$ cat src/rtl/pipo_frame_rx.sv
// Multi-lane frame-synchronised serial-to-parallel receiver with valid/ack output hold.
// Optional overrun detection is built only when PIPO_OVERRUN_EN is defined.
module pipo_frame_rx #(
    parameter int WIDTH    = 16,
    parameter int CHANNELS = 2
) (
    input  logic                      Dclk,
    input  logic                      Clear_n,
    input  logic                      Frame,
    input  logic [CHANNELS-1:0]       InputS,
    output logic [CHANNELS*WIDTH-1:0] data_out,
    output logic                      data_valid,
    input  logic                      data_ack,
    output logic                      busy,
    output logic                      frame_err,
    output logic                      overrun
);
    localparam int CW = $clog2(WIDTH);

    typedef enum logic {IDLE, SHIFT} state_t;

    state_t                        state_q, state_d;
    logic [CW-1:0]                 cnt_q, cnt_d;
    logic [CHANNELS*(WIDTH-1)-1:0] sh_q, sh_d;
    logic [CHANNELS*WIDTH-1:0]     dout_q, dout_d;
    logic                          vld_q, vld_d;
    logic                          ferr_q, ferr_d;
    logic [CHANNELS*WIDTH-1:0]     asm_w;
    logic [CHANNELS*(WIDTH-1)-1:0] cap_w;
    logic                          done;

    // Full word as it would look with this edge's bit appended as LSB.
    always_comb begin
        asm_w = '0;
        cap_w = '0;
        for (int c = 0; c < CHANNELS; c++) begin
            asm_w[c*WIDTH +: WIDTH]         = {sh_q[c*(WIDTH-1) +: WIDTH-1], InputS[c]};
            cap_w[c*(WIDTH-1) +: WIDTH-1]   = (WIDTH-1)'(InputS[c]);
        end
    end

`ifdef PIPO_OVERRUN_EN
    logic ovr_q, ovr_d;
`endif

    always_comb begin
        state_d = state_q;
        cnt_d   = cnt_q;
        sh_d    = sh_q;
        dout_d  = dout_q;
        vld_d   = vld_q;
        ferr_d  = 1'b0;
        done    = 1'b0;
`ifdef PIPO_OVERRUN_EN
        ovr_d   = ovr_q;
        if (data_ack)
            ovr_d = 1'b0;
`endif
        if (data_ack)
            vld_d = 1'b0;

        case (state_q)
            IDLE: begin
                if (Frame) begin
                    sh_d    = cap_w;
                    cnt_d   = CW'(WIDTH-2);
                    state_d = SHIFT;
                end
            end
            SHIFT: begin
                if (Frame) begin
                    sh_d   = cap_w;
                    cnt_d  = CW'(WIDTH-2);
                    ferr_d = 1'b1;
                end else if (cnt_q == '0) begin
                    done    = 1'b1;
                    state_d = IDLE;
                end else begin
                    for (int c = 0; c < CHANNELS; c++)
                        sh_d[c*(WIDTH-1) +: WIDTH-1] = asm_w[c*WIDTH +: WIDTH-1];
                    cnt_d = cnt_q - 1'b1;
                end
            end
            default: state_d = IDLE;
        endcase

        // A held, unacknowledged word is either protected or overwritten.
        if (done) begin
`ifdef PIPO_OVERRUN_EN
            if (!vld_q || data_ack) begin
                dout_d = asm_w;
                vld_d  = 1'b1;
            end else begin
                ovr_d = 1'b1;
            end
`else
            dout_d = asm_w;
            vld_d  = 1'b1;
`endif
        end
    end

    always_ff @(negedge Dclk or negedge Clear_n) begin
        if (!Clear_n) begin
            state_q <= IDLE;
            cnt_q   <= '0;
            dout_q  <= '0;
            vld_q   <= 1'b0;
            ferr_q  <= 1'b0;
        end else begin
            state_q <= state_d;
            cnt_q   <= cnt_d;
            dout_q  <= dout_d;
            vld_q   <= vld_d;
            ferr_q  <= ferr_d;
        end
    end

    // Partial-word storage needs no reset: it is always reloaded by a Frame edge.
    always_ff @(negedge Dclk) begin
        sh_q <= sh_d;
    end

`ifdef PIPO_OVERRUN_EN
    always_ff @(negedge Dclk or negedge Clear_n) begin
        if (!Clear_n)
            ovr_q <= 1'b0;
        else
            ovr_q <= ovr_d;
    end
    assign overrun = ovr_q;
`else
    assign overrun = 1'b0;
`endif

    assign data_out   = dout_q;
    assign data_valid = vld_q;
    assign busy       = (state_q == SHIFT);
    assign frame_err  = ferr_q;

endmodule

$ cat config.mk
export PLATFORM = sky130hd
export DESIGN_NAME = pipo_frame_rx
export DESIGN_NICKNAME = d
export VERILOG_FILES = /design/src/rtl/pipo_frame_rx.sv
export SDC_FILE = /design/constraint.sdc
export NUM_CORES = 1
export LEC_CHECK = 0
export CAP_MARGIN = 40
export CORE_ASPECT_RATIO = 2
export CORE_MARGIN = 3
export CORE_UTILIZATION = 25
export DETAILED_ROUTE_END_ITERATION = 6
export GPL_TIMING_DRIVEN = 0
export MAX_ROUTING_LAYER = met4
export PLACE_DENSITY = 0.53
export RECOVER_POWER = 25
export SLEW_MARGIN = 10
export SYNTH_ARGS = -nofsm -noshare
export SYNTH_HDL_FRONTEND = slang
export SYNTH_SLANG_ARGS = --single-unit
$ cat constraint.sdc
create_clock -name Dclk -period 2.5 [get_ports Dclk]
set_input_delay 0.5 -clock Dclk [delete_from_list [all_inputs] [get_ports Dclk]]
set_output_delay 0.5 -clock Dclk [all_outputs]
set_load 0.02 [all_outputs]
## Word-level counts from Yosys, hierarchy flattened

Cells that the tools add are included.

- Bits in registers: 69

- Equal/unequal tests: 2
- Bitwise logic cells: 1
- Add/subtract/negate cells: 1
- Mux-type cells: 18
- Reduce and logical (&&, ||, !) cells: 3

Operators by type and width:

| operator | number |
|---|---|
| two-way mux 30 bit | 3 |
| one-hot mux 30 bit (2 select lines) | 1 |
| two-way mux 4 bit | 3 |
| two-way mux 1 bit | 9 |
| one-hot mux 4 bit (2 select lines) | 1 |
| logical NOT 4 bit | 1 |
| subtractor 4 x 1 -> 4 bit (second input constant) | 1 |
| inequality test 3 bit (second input constant) | 1 |
| inequality test 2 bit (second input constant) | 1 |
| one-hot mux 1 bit (2 select lines) | 1 |
| AND reduction 2 bit | 1 |
| nonzero test 2 bit | 1 |
| NOT 1 bit | 1 |

## Logic depth before layout (Yosys ltp)

Gate-level depths: netlist (run 1).

- Depth after elaboration: 5
- Gate-level depth with buffers: 7
- Depth with buffers taken out: 5

==> flow_summary.json, run 1 <==
{
  "dpl-instance-area_sq_um": 3400,
  "antenna_found_initial": 0,
  "via_per_inst": 3.94,
  "die_y_um": 156,
  "status": "finished, violations left",
  "grt_max_degree": 31,
  "grt_first_pass_wirelength_um": 9160,
  "synthDistinctLibCells": 27,
  "vias": 1674,
  "powerDensity_nw_per_um2": 655,
  "utilization_pct": 37.6,
  "m1WireLength_um": 2130,
  "drtIter0Drc": 95,
  "crit_required_ps": 1430,
  "top_layer_used": "met4",
  "hold_viol": 0,
  "ant_nets": 0,
  "die_w_um": 80.9,
  "drc": 0,
  "clkTransAtPathRegs_ps": 40,
  "relSlewSlack_pct": 47.2,
  "area_delta_synth_final_pct": 46.7,
  "syn_avg_cell_area_sq_um": 16.9,
  "grtUsageTotal_pct": 10.0,
  "core_region_area_sq_um": 10900,
  "arrival_ps": 1680,
  "dp.cells": 346,
  "max_slew.worst_pin.slew_ps": 784,
  "yosysTopAreaCellShare_pct": 34.8,
  "port_buffers": 39,
  "final_area_sq_um": 4120,
  "synth_cells": 166,
  "violations": "setup timing",
  "holdBufCountCts": 0,
  "numCtsBuffers": 9,
  "synthTopCellsByArea": "dfrtn_1 (35%), edfxtp_1 (32%), mux2_4 (16%)",
  "path_cells": "buf_12 -> nor2b_4 -> or3b_1 -> buf_6 -> buf_12 -> mux2_4",
  "total_power_mw": 2.70,
  "cap_violations": 0,
  "firstDrtPassIters": 4,
  "fin_ws_ps": -259,
  "worstPathMaxFanout": 10,
  "worst_clock_skew_ps": 57.0,
  "cp-start-kind": "input pin",
  "final_layout_size_suffix_gt1_share_pct": 45.3,
  "first_global_vias": 1831,
  "synth-seq-area-share_pct": 66.9,
  "h-tree-depth": 3,
  "worstSetupPathType": "in -> reg",
  "slew_violations": 0,
  "hpwlAfterDp_um": 3590,
  "clk_path_buf_depth": 2,
  "tritoncts": "built",
  "yosysWarningCount": 0,
  "wl_met3_um": 163,
  "wl_per_cell_um": 12.8,
  "cts_num_sinks": 69,
  "final_cells": 425,
  "rows": 54,
  "slowest_delay_ps": 360,
  "fp.dieArea_sq_um": 12600,
  "clock-root-buffer": "clkbuf_16",
  "ys_ff_latch": 69,
  "crit_path_top_delay_cell": "or3b_1",
  "nNetsFinal": 288,
  "multi_input_area_sq_um": 823,
  "crit_top_cell": "buf_12",
  "rsz0062_at_grt": "yes",
  "hold_path.class": "reg -> reg",
  "syn-cell-area_sq_um": 2810,
  "totalWireLength_um": 5460,
  "start_util_pct": 25.6,
  "peakVddDrop_mv": 0.323,
  "clock_latency_ps": 390,
  "final.fill_count": 1117,
  "yosys.area.top_type": "dfrtn_1",
  "gr-total-overflow": 0,
  "syn_nets": 174,
  "boundaryPins": 42,
  "place_congestion": 0.692,
  "p_leak_nw": 2.14,
  "regArea_sq_um": 1880,
  "route.met2.wl_um": 3030,
  "num_antenna_cells": 0,
  "finalSetupViolCount": 67,
  "cp-end-kind": "flop"
}
[final cells by class]
| cell class | count | share of cell area (%) |
|---|---|---|
| buffer | 8 | 2.65 |
| clock buffer | 10 | 5.81 |
| clock inverter | 36 | 3.95 |
| inverter | 3 | 0.274 |
| multi-input combinational | 84 | 20.0 |
| sequential | 69 | 45.6 |
| tap | 140 | 4.26 |
| timing repair buffer | 75 | 17.5 |
[registers in the layout, summed over array words and instances (netlist names)]
name,flops
busy,1
cnt_q,4
data_out,32
data_valid,1
frame_err,1
sh_q,30
[power breakdown]
| group | switching (mW) | total (mW) | internal [mW] |
|---|---|---|---|
| clock | 0.544 | 1.39 | 0.846 |
| sequential | 0.0118 | 1.22 | 1.21 |
| combinational | 0.0441 | 0.0864 | 0.0424 |
[timing repair]
action	4_1_cts	5_1_grt
gates resized for setup	213	0
endpoints found under the setup margin	117	67
gates cloned	1	0
setup buffers	24	10
[cells in the final DEF, fill, tap and decap left out, types with 3 or more instances in the layout]
cell type / Yosys / routed
dfrtn_1: 39 / 39
inv_1: 4 / 36
buf_6: 1 / 36
buf_4: 2 / 35
edfxtp_1: 30 / 30
mux2_4: 29 / 29
and2_1: 28 / 28
clkbuf_16: 0 / 9
buf_12: 3 / 4
mux2_2: 4 / 4
nor2_1: 3 / 3
clkdlybuf4s50_1: 0 / 3
[layer usage]
metal  GRT usage [%]  vias up
met5               -        -
met4            5.32        0
met3            2.49        8
met2            16.6       33
met1            10.7      833
li1                -      800
[cells by family after synthesis]
logic type                 after synthesis  share of synthesized area (%)
DFF                                     69                           66.9
adders and majority gates                2                          0.892
muxes                                   34                           17.5
and+or+nand+nor                         42                           9.54
other                                    1                          0.134
buffers and inverters                   13                           4.01
AOI/OAI and AO/OA                        5                           1.03
[path summary, 6_finish.rpt]
kind	startpoint	end	slack [ps]	cells after the start
worst max-delay path	Frame	data_out[25]	-260	6
worst min-delay path	sh_q[29]	data_out[31]	400	1
worst max register to register	cnt_q[0]	sh_q[25]	400	5
worst min register to register	sh_q[29]	data_out[31]	400	1
max in group asynchronous	Clear_n	cnt_q[2]	220	2
min in group asynchronous	Clear_n	data_out[26]	1320	1
[metrics by stage]
stage | setup WS [ps] | hold WS (ps) | TNS [ps]
finish | -259 | 397 | -12240
global route | -286 | 431 | -14100
CTS | -239 | 400 | -12120
detailed placement | -615 | 364 | -50730
global placement | -1330 | 355 | -100700
floorplan | -546 | 353 | -24510
[synthesized netlist by cell type, drive strengths merged]
cell type  count
nor2b          2
mux2          33
edfxtp        30
nor3           1
a21oi          1
ha             2
nor2           3
a211o          1
nand3          1
or3b           1
inv            4
nand2b         3
conb           1
nand2          1
mux2i          1
or4b           1
dfrtn         39
clkbuf         3
buf            6
o21ai          3
and2          29
[critical path, delay by kind of cell]
family	cells	cell delay (ps)
mux	1	290
buf+inv	3	410
simple gates	2	460
(Power assumes the default switching activity.)
==> run 2: changes to the inputs <==
Clock period 2.5 ns to 3.5 ns, I/O delays scaled along.
==> run 2 against run 1 <==
  * The flow now finishes without violations
  * Critical path depth fell by 5
  * Cell area is 9.0% lower
  * First-iteration DRC count is 17% lower
  * Hold slack better by 2.9 ps
  * Sequential power decreased by 29%
  * Total power fell by 28%
  * Critical endpoint is now data_out[4]
  * Highest routed layer unchanged
==> flow_summary.json, run 2 (same netlist as run 1, synthesis figures left out) <==
{
  "crit_path_top_delay_cell": "dfrtn_1",
  "hpwlAfterDp_um": 3410,
  "largest_reg_flops": 32,
  "numCtsBuffers": 9,
  "slowest_delay_ps": 410,
  "start_util_pct": 25.6,
  "worstSetupPathType": "reg -> out",
  "status": "completed",
  "rsz0062_at_grt": "no",
  "worst_clock_skew_ps": 66.6,
  "cap_violations": 0,
  "boundaryPins": 42,
  "regArea_sq_um": 1880,
  "final_layout_size_suffix_gt1_share_pct": 37.8,
  "timing.rr.end": "sh_q[20]",
  "utilization_pct": 34.2,
  "path_buf_inv": 1,
  "path_cells": "clkdlybuf4s15_2",
  "final.fill_count": 1117,
  "ant_nets": 0,
  "peakVddDrop_mv": 0.232,
  "holdBufCountCts": 0,
  "area_delta_synth_final_pct": 33.5,
  "vias": 1542,
  "drtIter0Drc": 79,
  "ff2ff_path_depth": 5,
  "startpoint": "data_out[4]",
  "grtUsageTotal_pct": 9.46,
  "place_congestion": 0.651,
  "crit_required_ps": 2800,
  "clock-root-buffer": "clkbuf_16",
  "firstDrtPassIters": 3,
  "slew_violations": 0,
  "num_antenna_cells": 0,
  "p_leak_nw": 1.87,
  "final_cells": 391,
  "grt_first_pass_wirelength_um": 8640,
  "port_buffers": 39,
  "wl_per_cell_um": 13.0,
  "final_common_cell": "dfrtn_1",
  "cp-start-kind": "flop",
  "dp.cells": 346,
  "cp_top_family": "flip-flops",
  "cp-end-kind": "output port",
  "hold_path.class": "reg -> reg",
  "reg2reg_slack_ps": 1300,
  "tritoncts": "built",
  "r2r-start": "cnt_q[0]",
  "hold_viol": 0,
  "drc": 0,
  "gr-total-overflow": 0,
  "core_region_area_sq_um": 10900,
  "multi_input_area_sq_um": 821,
  "finalSetupViolCount": 0,
  "powerDensity_nw_per_um2": 521,
  "rows": 54,
  "setup_tns_ps": 0,
  "clock_latency_ps": 400,
  "antenna_found_initial": 0,
  "relSlewSlack_pct": 48.3,
  "totalWireLength_um": 5090,
  "die_y_um": 156,
  "fp.dieArea_sq_um": 12600,
  "worstPathMaxFanout": 2,
  "clk_path_buf_depth": 2,
  "grt_max_degree": 31,
  "clkTransAtPathRegs_ps": 40,
  "worst-path-stages": 1,
  "max_slew.worst_pin.slew_ps": 776,
  "final_cell_mix": "dfrtn_1 (39), inv_1 (33), edfxtp_1 (30)",
  "arrival_ps": 2770,
  "setup.worst_path.end": "data_out[4]",
  "cts_num_sinks": 69,
  "first_global_vias": 1705,
  "nNetsFinal": 254,
  "via_per_inst": 3.94,
  "die_w_um": 80.9,
  "h-tree-depth": 3
}
==> run 2: cell types whose count changed in the layout (fill, tap and decap cells not counted), moves of 2 or more <==
cell             change
clkbuf_16            +2
buf_2               +13
clkdlybuf4s15_2     +20
clkbuf_1             +4
buf_4               -33
buf_6               -36
inv_1                -3
==> run 2: how the worst min path moves through the flow <==
stage / start / end / slack [ps] / cells after the start
floorplan: sh_q[14] / data_out[15] / 350 / 1
global placement: sh_q[14] / data_out[15] / 360 / 1
detailed placement: sh_q[14] / data_out[15] / 370 / 1
finish: sh_q[14] / data_out[15] / 400 / 1
CTS: sh_q[14] / data_out[15] / 410 / 1
global route: sh_q[14] / data_out[15] / 430 / 1
==> run 2: layout make-up <==
class | instances | share of cell area (%)
well taps | 140 | 4.68
inverters | 3 | 0.301
multi-input cells | 84 | 21.9
plain buffers | 8 | 2.51
repair buffers | 41 | 9.26
clock buffers | 13 | 7.82
clock inverters | 33 | 3.38
flip-flops and latches | 69 | 50.1
==> run 2: power breakdown <==
| group | switching, mW | leakage (nW) | internal (mW) |
|---|---|---|---|
| clock | 0.403 | 0.309 | 0.626 |
| combinational | 0.0300 | 0.677 | 0.0221 |
| sequential | 0.00789 | 0.887 | 0.862 |
| total | 0.441 | 1.87 | 1.51 |
==> run 2: routing by layer <==
metal / track usage (%) / vias up / wire (um)
met5: - / - / 0
met4: 5.80 / 0 / 133
met3: 2.83 / 9 / 224
met2: 14.5 / 31 / 2590
met1: 10.6 / 771 / 2140
li1: - / 731 / -
==> run 2: repair_timing <==
action,in CTS,in global routing
buffers inserted,1,0
endpoints found under the setup margin,35,18
resized for setup,104,16
==> run 2: stage by stage <==
step / power, mW / setup slack, ps / area (sq um) / hold WS [ps]
2_1_floorplan: 0.963 / -246 / 2820 / 353
3_3_place_gp: 0.989 / -994 / 3380 / 355
3_5_place_dp: 0.993 / -317 / 3400 / 367
4_1_cts: 1.99 / 0.200 / 3850 / 407
5_1_grt: 2.07 / 1.07 / 3740 / 426
6_report: 1.95 / 30.5 / 3740 / 400
==> patch (settings of run 2) <==
The option `PIPO_OVERRUN_EN` is turned on by a define.
--- a/src/rtl/pipo_frame_rx.sv
+++ b/src/rtl/pipo_frame_rx.sv
@@ -1,4 +1,6 @@
 // Multi-lane frame-synchronised serial-to-parallel receiver with valid/ack output hold.
 // Optional overrun detection is built only when PIPO_OVERRUN_EN is defined.
+`define PIPO_OVERRUN_EN
+
 module pipo_frame_rx #(
     parameter int WIDTH    = 16,
Formal check against the unedited RTL: same outputs for any inputs over 10 cycles, from zero or initial values; that may be too few to reach the edited logic, so the function may still have changed.
==> patch against run 2 <==
- sequential share of layout area decreased by 0.12 points
- routed wire length grew 9.7%
- critical endpoint is now data_out[5]
- sequential cell count is 1 higher
- area after synthesis decreased by 3.5%
- worst setup slack gained 0.0072 ns
- total power is 7.7% higher
- final area rose by 1.6%
==> patch: results (changes against run 2) <==
global_routing:
  use_met2_pct: 16.91  # +2.4 points
  grt_util_all_layers_pct: 10.59  # +1.1 points
  use_met3_pct: 3.066  # +0.23 points
  use_met1_pct: 11.58  # +0.96 points
  grt_pass1_vias: 1718  # +0.76%
  grt_pass1_wl_um: 9177  # +6.2%
synthesis:
  synth_async_sr_flop_share_pct: 57.14  # +0.62 points
  ys_types: 26  # -3.7%
  synthesis.nets: 176  # +1.1%
  syn_area_um2: 2706  # -3.5%
  synthTopCellsByCount: "dfrtn_1 (40), edfxtp_1 (30), and2_1 (29)"
  ys_seq_area_share_pct: 70.27  # +3.4 points
  yosysWarnings: 0  # unchanged
  synth_area_leaders: "dfrtn_1 (37%), edfxtp_1 (33%), mux2_2 (11%)"
sta:
  layout_setup_ws_ns: 0.03774  # +0.007245 ns
  worstMarginPinSlew_ns: 1.267  # +0.4910 ns
  fin_skew_ns: 0.06287  # -0.003752 ns
cts:
  cts_root_buf: "clkbuf_16"
placed_design:
  hpwl_um: 3612  # +6.0%
  dp_slack_ns: -0.8157  # -0.4987 ns
  gp_congestion: 0.7065  # +8.5%
  dpl_cell_area_um2: 3321  # -2.2%
detailed_routing:
  post_drt_wl_per_cell_um: 13.98  # +7.5%
  drtIter0Drc: 39  # -51%
  drt-pass1-iter-count: 4  # +1
critical_path:
  cp_slowest_cell: "dfrtn_1"
  r2r_slack_ns: 1.59  # +0.29 ns
  arrival_ns: 2.76  # about the same
power_and_ir_drop:
  power_leakage_nw: 1.857  # -0.83%
  ir_worst_vdd_mv: 0.2448  # +5.7%
finish:
  final_nets: 265  # +4.3%
  largest_reg_flops: 32  # unchanged
  nFillCells: 1037  # -7.2%
  drive_gt1_share_pct: 37.40  # -0.44 points
status:
  outcome: "completed"
## patch: path summary, 6_finish.rpt
path | startpoint | depth (start not counted) | end
max in group asynchronous | Clear_n | 1 | cnt_q[2]
min | sh_q[29] | 1 | data_out[31]
max reg2reg | cnt_q[0] | 7 | data_out[16]
min in group asynchronous | Clear_n | 1 | data_out[23]
min reg2reg | sh_q[29] | 1 | data_out[31]
max | data_out[5] | 1 | data_out[5]
## patch: logic make-up (layout without fill, tap and decap cells)
group | count (synthesis) | in the layout | share of synthesized area, %
AND/OR/NAND/NOR | 46 | 47 | 11.14
flip-flops | 70 | 70 | 70.27
buffers and inverters | 11 | 104 | 2.357
adder cells (fa/ha/maj) | 2 | 2 | 0.9245
multiplexers | 34 | 34 | 14.10
AO/OA/AOI/OAI | 5 | 5 | 1.202
## patch: report_power, final
part           switching, mW  internal, mW
Sequential           0.00901         0.875
Combinational         0.0357        0.0242
Clock                  0.440         0.717
## patch: timing repair
item	CTS	global route
pin swaps	2	1
endpoints found under the setup margin	119	69
buffers inserted	4	0
gates cloned	2	1
gates resized for setup	120	20
hold buffers	0	0
## patch: final cells by class
type	instances	area, µm²	share of cell area, %
clock buffer	10	250.2	6.581
buffer	7	71.32	1.876
timing repair buffer	48	434.2	11.42
clock inverter	36	202.7	5.331
sequential	70	1902	50.02
inverter	3	11.26	0.2961
multi-input combinational	88	759.5	19.97
tap	137	171.4	4.508
## patch: stage by stage
stage / setup TNS [ns] / std cells / power, mW / hold slack, ns / util [%]
2_1_floorplan: -2.166 / 168 / 0.9777 / 0.3491 / -
3_3_place_gp: -104.98 / 346 / 1.010 / 0.3583 / 31.28
3_5_place_dp: -63.77 / 347 / 1.015 / 0.3676 / 31.49
4_1_cts: -0.005094 / 398 / 2.138 / 0.4068 / 36.73
5_1_grt: 0 / 399 / 2.203 / 0.4356 / 36.06
6_report: 0 / 399 / 2.102 / 0.3993 / 36.06
## patch: routing by layer
| layer | routed length [µm] | vias to the layer above |
|---|---|---|
| li1 | - | 768 |
| met1 | 2140 | 827 |
| met2 | 3118 | 30 |
| met3 | 184 | 11 |
| met4 | 136 | 0 |
| met5 | 0 | - |
